## config.mk

```make
export PLATFORM = sky130hd
export DESIGN_NAME = pixie_video_back_end_flat
export DESIGN_NICKNAME = d
export VERILOG_FILES = /design/src/rtl/pixie_video_back_end_if.sv /design/src/rtl/pixie_video_back_end.sv /design/src/flat_wrapper.sv
export SDC_FILE = /design/constraint.sdc
export NUM_CORES = 1
export LEC_CHECK = 0
export CORE_MARGIN = 2
export CORE_UTILIZATION = 45
export DETAILED_ROUTE_END_ITERATION = 10
export DONT_BUFFER_PORTS = 1
export GPL_TIMING_DRIVEN = 0
export PLACE_DENSITY = 0.66
export SKIP_LAST_GASP = 1
export SYNTH_ARGS = -nofsm -noshare
export SYNTH_HDL_FRONTEND = slang
export SYNTH_SLANG_ARGS = --single-unit
```

## constraint.sdc

```tcl
create_clock -name clk -period 2.5 [get_ports clk]
set_clock_uncertainty 0.1 [all_clocks]
set_input_delay 0.125 -clock clk [delete_from_list [all_inputs] [get_ports clk]]
set_output_delay 0.125 -clock clk [all_outputs]
set_load 0.01 [all_outputs]
```

## src/rtl/pixie_video_back_end_if.sv

```systemverilog
// Frame-buffer read port and video/sync outputs of the Pixie display back end.
// The back end is the master; the frame buffer and video scaler sit on the slave side.
interface pixie_video_back_end_if;
    logic [9:0] rd_addr;
    logic [7:0] rd_data;
    logic       video;
    logic       hsync;
    logic       vsync;
    logic       hblank;
    logic       vblank;
    logic       frame_start;

    modport master (
        output rd_addr,
        input  rd_data,
        output video,
        output hsync,
        output vsync,
        output hblank,
        output vblank,
        output frame_start
    );

    modport slave (
        input  rd_addr,
        output rd_data,
        input  video,
        input  hsync,
        input  vsync,
        input  hblank,
        input  vblank,
        input  frame_start
    );
endinterface

```

## src/rtl/pixie_video_back_end.sv

```systemverilog
// CDP1861 (Pixie) display back end: frame-buffer fetch, MSB-first pixel serialiser, sync/blank timing.
// Define PIXIE_BORDER_EN to add the border_on input that drives video outside the active window.
module pixie_video_back_end #(
    parameter int H_TOTAL      = 112,
    parameter int H_ACT_START  = 16,
    parameter int H_SYNC_START = 96,
    parameter int H_SYNC_LEN   = 8,
    parameter int V_TOTAL      = 262,
    parameter int V_ACT_START  = 80,
    parameter int V_SYNC_START = 240,
    parameter int V_SYNC_LEN   = 4
) (
    input  logic clk,
    input  logic reset,
    input  logic clk_enable,
    input  logic disp_on,
`ifdef PIXIE_BORDER_EN
    input  logic border_on,
`endif
    pixie_video_back_end_if.master vid
);

    localparam int H_W   = $clog2(H_TOTAL);
    localparam int V_W   = $clog2(V_TOTAL);
    localparam int H_ACT = 64;
    localparam int V_ACT = 128;

    localparam logic [H_W-1:0] H_LAST        = H_W'(H_TOTAL - 1);
    localparam logic [H_W-1:0] H_ACT_FIRST   = H_W'(H_ACT_START);
    localparam logic [H_W-1:0] H_ACT_LAST    = H_W'(H_ACT_START + H_ACT - 1);
    localparam logic [H_W-1:0] H_FETCH_FIRST = H_W'(H_ACT_START - 1);
    localparam logic [H_W-1:0] H_FETCH_LAST  = H_W'(H_ACT_START + H_ACT - 9);
    localparam logic [H_W-1:0] H_SYNC_FIRST  = H_W'(H_SYNC_START);
    localparam logic [H_W-1:0] H_SYNC_LAST   = H_W'(H_SYNC_START + H_SYNC_LEN - 1);

    localparam logic [V_W-1:0] V_LAST        = V_W'(V_TOTAL - 1);
    localparam logic [V_W-1:0] V_ACT_FIRST   = V_W'(V_ACT_START);
    localparam logic [V_W-1:0] V_ACT_LAST    = V_W'(V_ACT_START + V_ACT - 1);
    localparam logic [V_W-1:0] V_SYNC_FIRST  = V_W'(V_SYNC_START);
    localparam logic [V_W-1:0] V_SYNC_LAST   = V_W'(V_SYNC_START + V_SYNC_LEN - 1);

    logic [H_W-1:0] h_reg, h_next;
    logic [V_W-1:0] v_reg, v_next;
    logic [7:0]     shift_reg, shift_next;
    logic [9:0]     rd_addr_reg, rd_addr_next;
    logic           frame_en_reg, frame_en_next;
    logic           video_reg, video_next;
    logic           hsync_reg, vsync_reg;
    logic           hblank_reg, vblank_reg;
    logic           frame_start_reg;

    logic           h_act, v_act, h_sync, v_sync;
    logic           at_origin, fetch, load;
    logic [5:0]     fetch_ofs;
    logic [2:0]     pix_ofs;
    logic [6:0]     line;

    // Position decode for the current counter state.
    always_comb begin
        h_act     = (h_reg >= H_ACT_FIRST) && (h_reg <= H_ACT_LAST);
        v_act     = (v_reg >= V_ACT_FIRST) && (v_reg <= V_ACT_LAST);
        h_sync    = (h_reg >= H_SYNC_FIRST) && (h_reg <= H_SYNC_LAST);
        v_sync    = (v_reg >= V_SYNC_FIRST) && (v_reg <= V_SYNC_LAST);
        at_origin = (h_reg == '0) && (v_reg == '0);
        fetch_ofs = 6'(h_reg - H_FETCH_FIRST);
        pix_ofs   = 3'(h_reg - H_ACT_FIRST);
        line      = 7'(v_reg - V_ACT_FIRST);
        fetch     = v_act && (h_reg >= H_FETCH_FIRST) && (h_reg <= H_FETCH_LAST)
                    && (fetch_ofs[2:0] == 3'd0);
        load      = h_act && v_act && (pix_ofs == 3'd0);
    end

    always_comb begin
        h_next = h_reg;
        v_next = v_reg;
        if (h_reg == H_LAST) begin
            h_next = '0;
            v_next = (v_reg == V_LAST) ? '0 : v_reg + V_W'(1);
        end else begin
            h_next = h_reg + H_W'(1);
        end
    end

    // The byte fetched one enable earlier is loaded on the first column of each
    // 8-pixel group, so its MSB reaches video in step with the blanking flags.
    always_comb begin
        shift_next    = shift_reg;
        rd_addr_next  = rd_addr_reg;
        frame_en_next = frame_en_reg;
        video_next    = 1'b0;

        if (h_act && v_act) begin
            shift_next = load ? vid.rd_data : {shift_reg[6:0], 1'b0};
        end
        if (fetch) begin
            rd_addr_next = {line, fetch_ofs[5:3]};
        end
        if (at_origin) begin
            frame_en_next = disp_on;
        end

        if (h_act && v_act) begin
            video_next = frame_en_reg & shift_next[7];
        end
`ifdef PIXIE_BORDER_EN
        else if (!h_sync && !v_sync) begin
            video_next = border_on;
        end
`endif
    end

    always_ff @(posedge clk) begin
        if (reset) begin
            h_reg        <= '0;
            v_reg        <= '0;
            shift_reg    <= '0;
            rd_addr_reg  <= '0;
            frame_en_reg <= 1'b0;
            video_reg    <= 1'b0;
            hsync_reg    <= 1'b0;
            vsync_reg    <= 1'b0;
            hblank_reg   <= 1'b1;
            vblank_reg   <= 1'b1;
        end else if (clk_enable) begin
            h_reg        <= h_next;
            v_reg        <= v_next;
            shift_reg    <= shift_next;
            rd_addr_reg  <= rd_addr_next;
            frame_en_reg <= frame_en_next;
            video_reg    <= video_next;
            hsync_reg    <= h_sync;
            vsync_reg    <= v_sync;
            hblank_reg   <= !h_act;
            vblank_reg   <= !v_act;
        end
    end

    // Single-clk pulse regardless of enable spacing.
    always_ff @(posedge clk) begin
        if (reset) begin
            frame_start_reg <= 1'b0;
        end else begin
            frame_start_reg <= clk_enable && at_origin;
        end
    end

    assign vid.rd_addr     = rd_addr_reg;
    assign vid.video       = video_reg;
    assign vid.hsync       = hsync_reg;
    assign vid.vsync       = vsync_reg;
    assign vid.hblank      = hblank_reg;
    assign vid.vblank      = vblank_reg;
    assign vid.frame_start = frame_start_reg;

endmodule

```

## src/flat_wrapper.sv

```systemverilog
// flat-port wrapper written by rule: the top's interface ports become plain ports
module pixie_video_back_end_flat 
#(
    parameter int H_TOTAL      = 112,
    parameter int H_ACT_START  = 16,
    parameter int H_SYNC_START = 96,
    parameter int H_SYNC_LEN   = 8,
    parameter int V_TOTAL      = 262,
    parameter int V_ACT_START  = 80,
    parameter int V_SYNC_START = 240,
    parameter int V_SYNC_LEN   = 4
)
  (clk, reset, clk_enable, disp_on, vid_rd_addr, vid_rd_data, vid_video, vid_hsync, vid_vsync, vid_hblank, vid_vblank, vid_frame_start);
  pixie_video_back_end_if vid_i ();
  input  logic clk;
  input  logic reset;
  input  logic clk_enable;
  input  logic disp_on;
  output wire logic [$bits(vid_i.rd_addr)-1:0] vid_rd_addr;
  input wire logic [$bits(vid_i.rd_data)-1:0] vid_rd_data;
  output wire logic [$bits(vid_i.video)-1:0] vid_video;
  output wire logic [$bits(vid_i.hsync)-1:0] vid_hsync;
  output wire logic [$bits(vid_i.vsync)-1:0] vid_vsync;
  output wire logic [$bits(vid_i.hblank)-1:0] vid_hblank;
  output wire logic [$bits(vid_i.vblank)-1:0] vid_vblank;
  output wire logic [$bits(vid_i.frame_start)-1:0] vid_frame_start;
  assign vid_rd_addr = vid_i.rd_addr;
  assign vid_i.rd_data = vid_rd_data;
  assign vid_video = vid_i.video;
  assign vid_hsync = vid_i.hsync;
  assign vid_vsync = vid_i.vsync;
  assign vid_hblank = vid_i.hblank;
  assign vid_vblank = vid_i.vblank;
  assign vid_frame_start = vid_i.frame_start;
  pixie_video_back_end #(.H_TOTAL(H_TOTAL), .H_ACT_START(H_ACT_START), .H_SYNC_START(H_SYNC_START), .H_SYNC_LEN(H_SYNC_LEN), .V_TOTAL(V_TOTAL), .V_ACT_START(V_ACT_START), .V_SYNC_START(V_SYNC_START), .V_SYNC_LEN(V_SYNC_LEN)) u_core (.clk(clk), .reset(reset), .clk_enable(clk_enable), .disp_on(disp_on), .vid(vid_i));
endmodule
```

**After elaboration in Yosys (flattened, before gate mapping)**

Cells that the tools add are included.

- Bits in registers: 41
- Logic and storage cells: 56

- Eq/ne operators: 2
- Reductions and logical operators: 21
- Order comparisons: 10
- $add $sub $neg: 5
- Bitwise logic cells: 1
- Muxes and demuxes: 5

Operators with widths:

| kind | count |
|---|---|
| 7-bit less-or-equal comparator, second input constant | 3 |
| 9-bit by 8-bit less-or-equal comparator with 1-bit output, second input constant | 2 |
| 8-bit two-way mux | 2 |
| 1-bit logical AND | 11 |
| 9-bit by 1-bit adder with 9-bit output, second input constant | 1 |
| 9-bit equality test, second input constant | 1 |
| 9-bit by 7-bit greater-or-equal comparator with 1-bit output, second input constant | 1 |
| 9-bit by 8-bit greater-or-equal comparator with 1-bit output, second input constant | 1 |
| 9-bit logical NOT | 1 |
| 9-bit two-way mux | 1 |
| 2-bit AND reduction | 4 |
| 7-bit by 1-bit adder with 7-bit output, second input constant | 1 |
| 7-bit equality test, second input constant | 1 |
| 7-bit by 4-bit greater-or-equal comparator with 1-bit output, second input constant | 1 |
| 7-bit by 5-bit greater-or-equal comparator with 1-bit output, second input constant | 1 |
| 7-bit greater-or-equal comparator, second input constant | 1 |
| 7-bit logical NOT | 1 |
| 7-bit two-way mux | 1 |
| 7-bit subtractor, second input constant | 1 |
| 3-bit logical NOT | 2 |
| 6-bit by 4-bit subtractor with 6-bit output, second input constant | 1 |
| 3-bit by 1-bit subtractor with 3-bit output, second input constant | 1 |
| 1-bit logical NOT | 2 |
| 1-bit bitwise AND | 1 |
| 1-bit two-way mux | 1 |

**Longest topological paths before layout**

- Word-level depth: 8
- Depth in mapped cells: 8
- Mapped depth without buffers: 7

**Least setup slack after synthesis**

Ideal clock, no wire load.

- Kind: register to register
- Start point: register u_core.v_reg[5]
- End point: register u_core.v_reg[2]
- Stages on the path, launching flop included: 7
- Path buffers: 0
- Arrival time: 1.772 ns
- Clock period less this slack: 1.991 ns
- Setup slack: 0.509 ns
- Data required time: 2.280 ns
- Setup time: 0.120 ns
- Cell sequence: dfxtp_1 > inv_1 > ha_1 > or3b_1 > or4b_4 > o21bai_4 > nor2_1

- Cells in the longest elaborated chain, start to end: 2

Ends and longest elaborated chain:

| element | line | source |
|---|---|---|
| start: declaration | pixie_video_back_end.sv:43 | `logic [V_W-1:0] v_reg, v_next;` |
| start signal: assignment | pixie_video_back_end.sv:126 | `v_reg <= v_next;` |
| 9-bit equality test | pixie_video_back_end.sv:78 | `v_next = (v_reg == V_LAST) ? '0 : v_reg + V_W'(1);` |
| 9-bit two-way mux | pixie_video_back_end.sv:78 |  |

Every way passes these cells.
A chain may end at the register's enable or synchronous reset.

**Final worst setup path**

- Start point: register u_core.h_reg[0]
- End point: register u_core.rd_addr_reg[8] (netlist: u_core.vid.rd_addr[8])

- Cells in the longest elaborated chain, start to end: 5
- Elaborated cells on any way between the ends: 8
- Classes of those cells: add/sub: 1; order compare: 2; reduce/logical: 5

Ends and longest elaborated chain:

| element | line | source |
|---|---|---|
| start: declaration | pixie_video_back_end.sv:42 | `logic [H_W-1:0] h_reg, h_next;` |
| start signal: assignment | pixie_video_back_end.sv:125 | `h_reg <= h_next;` |
| 7-bit by 4-bit greater-or-equal comparator with 1-bit output | pixie_video_back_end.sv:68 | `fetch = v_act && (h_reg >= H_FETCH_FIRST) && (h_reg <= H_FETCH_LAST)` |
| 1-bit logical AND (2 in a row) | pixie_video_back_end.sv:68 |  |
| 1-bit logical AND (*) | pixie_video_back_end.sv:69 | `&& (fetch_ofs[2:0] == 3'd0);` |
| 2-bit AND reduction (no line) (*) | -- |  |
| end signal: assignment | pixie_video_back_end.sv:128 | `rd_addr_reg <= rd_addr_next;` |
| end: declaration | pixie_video_back_end.sv:45 | `logic [9:0] rd_addr_reg, rd_addr_next;` |

Mark *: on every way between the ends. The rest lies on a longest branch, timed or not.

==> results.md <==
* Outcome: finished clean
* Top FF cell, synth: dfxtp_1
* Tmin final at 2230 ps
* Worst-path fanout max at 8
* Die Ht at 74.0 um
* GR peak layer: met2
* Peak supply drop at 0.000282 V
* CTS max path bufs at 2
* Dpl hpwl at 3450 um
* Setup crit start: u_core.h_reg[0]
* Root Buffer: clkbuf_8
* Initial core utilization at 0.466
* Core Box Area at 4720 um2
* TNS Setup at 0 ps
* Clk slew on worst S/H paths at 80 ps
* Hold/Removal Path Class: input pin to flip-flop
* Pre-antenna DRT Iters at 4
* Area share of and/or/nand/nor cells after synthesis at 0.222
* Fmax at 448 MHz
* Syn_nets at 267
* Seq/Total Area, Yosys at 0.364
* Area Growth Syn to Fin at 12.3%
* Actual slew at the worst max-slew pin at 574 ps
* Crit path launch type: flip-flop
* Netlist cell types at 54
* Final hold viol count at 0
* Synth warnings at 0
* First-pass GRT wire length at 7980 um
* Crit end category: flip-flop
* Worst skew pair latency at 290 ps
* R2R Path End: u_core.vid.rd_addr[8]
* Critical Path AT at 2350 ps
* Clk pwr share at 0.419
* Setup violators final at 0
* Placement Rows at 25
* Count of state elements after synthesis at 40
* Placed cell count at 312
* Comb pwr share at 0.059
* Vias per cell at 5.44
* Post-Synthesis Cells at 245
* Part of the power in registers at 0.523
* Reg2Reg Depth at 7
* Pin count of the biggest net entering global routing at 13
* Worst R2R Setup Slack at 270 ps
* Net Sw Frac at 0.218
* Port Buffers at 0
* Worst slew margin at 0.617
* Setup WS pre-CTS at 329 ps
* GRT Overall Usage at 0.191
* R2R Path Start: u_core.h_reg[0]
* Post-synthesis cell area at 2200 um2
* Layout Cells excl Fill at 328
* Tcrit/Tclk final at 0.892
* Chip Width at 74.0 um
* Post-DRT Antenna Nets at 0
* M1 GR Usage at 0.262
* Gpl congestion at 0.805
* CTS tree: done
* Syn avg cell area at 8.99 um2
* HP Start: vid_rd_data[7]
* Starting DRT DRC Count at 104
* Worst path required time at 2620 ps
* Flip-flop count of the largest register after layout at 10
* Antenna violations before repair at 0
* Post-Synth Adder-Cell Area at 0.0568
* P_int at 971 uW
* Area leader, netlist: dfxtp_1
* Post-synth EDFFs at 0
* Power Density at 502 nW/um2
* # diodes at 0
* Static leakage at 0.912 nW
* WL per Instance at 14.8 um
* Vias in the first global route at 1606
* WHS Endpoint: u_core.vid.video
* Gr ovfl total at 0
* Final Util at 0.524
* Largest family of logic cells by synthesized area: simple AND/OR/NAND/NOR gates
* Fin. max-slew vios at 0
* Share of layout cells above drive strength 1 at 0.165
* Number of buffers created by CTS at 5
* Net Switching at 271 uW
* # nets final at 282
* Post-synthesis mux area share at 0.0364
* H-tree Lvls at 2
* Largest cells by area after synthesis: dfxtp_1 (36%), ha_1 (5.7%), nor2_1 (4.3%)
* Met2 Use GR at 0.306
* DRC viols at 0
* Synth Area in XOR/XNOR at 0.0517
* GRT met3 Usage at 0.0407
* Max_cap viols at 0
* Top-area cell type share of the netlist area at 0.364
* RSZ-0062 raised after global routing: no
* I/O pins at 28
* Async set-or-reset flop fraction in the synthesized netlist at 0
* Via count at 1785
* Cell Area, Placed at 2290 um2
* Setup Crit Path Kind: flip-flop to flip-flop
* Final worst slack at 269 ps
* Finished Cell Area at 2470 um2
* Compound-Gate Fraction of Synth Area at 0.206
* Hold-critical path depth at 3
* Sink Count at 40
* DIE AREA at 5470 um2
* Final WL at 4850 um
-- placed cells by master, fill, tap and decap left out, types with 2 or more instances in the layout --
| master | Yosys | layout |
|---|---|---|
| o21bai_1 | 2 | 2 |
| clkbuf_1 | 5 | 6 |
| a22oi_1 | 2 | 2 |
| a211oi_1 | 6 | 6 |
| xor2_1 | 8 | 8 |
| nor3_1 | 2 | 2 |
| a21oi_2 | 4 | 4 |
| nor2b_1 | 5 | 5 |
| nand2_1 | 11 | 11 |
| mux2i_1 | 8 | 8 |
| dlygate4sd3_1 | 0 | 8 |
| o21ai_0 | 8 | 8 |
| nand3_1 | 15 | 15 |
| a211oi_2 | 5 | 5 |
| nand2b_1 | 7 | 7 |
| nor2_1 | 25 | 25 |
| and3_1 | 3 | 3 |
| nand4_1 | 5 | 5 |
| buf_2 | 10 | 10 |
| xnor2_1 | 5 | 5 |
| and2_1 | 2 | 2 |
| nor2_2 | 2 | 2 |
| ha_1 | 10 | 10 |
| buf_6 | 3 | 3 |
| dfxtp_1 | 40 | 40 |
| a21oi_1 | 18 | 18 |
| inv_1 | 6 | 6 |
| clkbuf_8 | 0 | 5 |
-- Yosys cell counts, types with 2 or more instances --
| master | instances |
|---|---|
| and2_1 | 2 |
| a211oi_2 | 5 |
| clkbuf_1 | 5 |
| xor2_1 | 8 |
| o21bai_1 | 2 |
| a21oi_1 | 18 |
| a22oi_1 | 2 |
| and3_1 | 3 |
| nor2_1 | 25 |
| dfxtp_1 | 40 |
| mux2i_1 | 8 |
| nand2b_1 | 7 |
| o21ai_0 | 8 |
| ha_1 | 10 |
| nor2b_1 | 5 |
| nand2_1 | 11 |
| xnor2_1 | 5 |
| a211oi_1 | 6 |
| nor2_2 | 2 |
| nand4_1 | 5 |
| inv_1 | 6 |
| nor3_1 | 2 |
| a21oi_2 | 4 |
| buf_6 | 3 |
| nand3_1 | 15 |
| buf_2 | 10 |
-- metal layers --
layer | vias to the layer above | wire length [um]
li1 | 893 | -
met1 | 860 | 2360
met2 | 25 | 2250
met3 | 7 | 186
met4 | 0 | 56
met5 | - | 0
-- cells by family (layout without fill, tap and decap cells) --
logic type	after synthesis	in the layout
compound gates	58	58
xor+xnor	13	13
fa+ha+maj	10	10
buf+inv	27	43
flops	40	40
mux	8	8
simple gates	89	89
-- power groups by stage --
stage	sequential, mW	combinational (mW)	clock (mW)
2_1_floorplan	0.662	0.0494	0
3_3_place_gp	0.664	0.0621	0
4_1_cts	0.649	0.0734	0.531
6_report	0.649	0.0730	0.520
3_5_place_dp	0.664	0.0632	0
5_1_grt	0.651	0.0804	0.558
-- cell type report --
class	instances	area, um2
Tap cell	67	83.8
Fill cell	456	2250
Clock inverter	2	35.0
Multi-Input combinational cell	178	1260
Clock buffer	6	72.6
Timing Repair Buffer	8	80.1
Sequential cell	40	801
Buffer	20	114
Inverter	7	26.3
-- how the worst max path moves through the flow --
stage	slack (ps)	end
final	270	u_core.vid.rd_addr[8]
after global routing	70	u_core.shift_reg[0]
after CTS	290	u_core.vid.rd_addr[8]
after detailed placement	330	u_core.v_reg[3]
after global placement	330	u_core.vid.rd_addr[8]
after floorplan	510	u_core.v_reg[2]
-- worst max-delay path, stage by stage (launching register included) --
cell	delay, ps
dfxtp_1	380
ha_1	300
and3_1	210
buf_2	160
nor2b_1	150
o21ai_1	440
nor2_2	170
a211oi_2	240
-- metrics by stage --
| step | power (mW) | hold slack, ps |
|---|---|---|
| 4_1_cts | 1.25 | 58.4 |
| 6_report | 1.24 | 56.6 |
| 3_5_place_dp | 0.727 | 192 |
| 5_1_grt | 1.29 | 60.8 |
| 2_1_floorplan | 0.712 | 169 |
| 3_3_place_gp | 0.726 | 183 |
-- repair_timing --
action	4_1_cts	5_1_grt
endpoints found under the hold margin	8	0
gates resized for setup	0	0
buffers inserted	0	0
hold buffers	8	0
(Power assumes the default switching activity.)
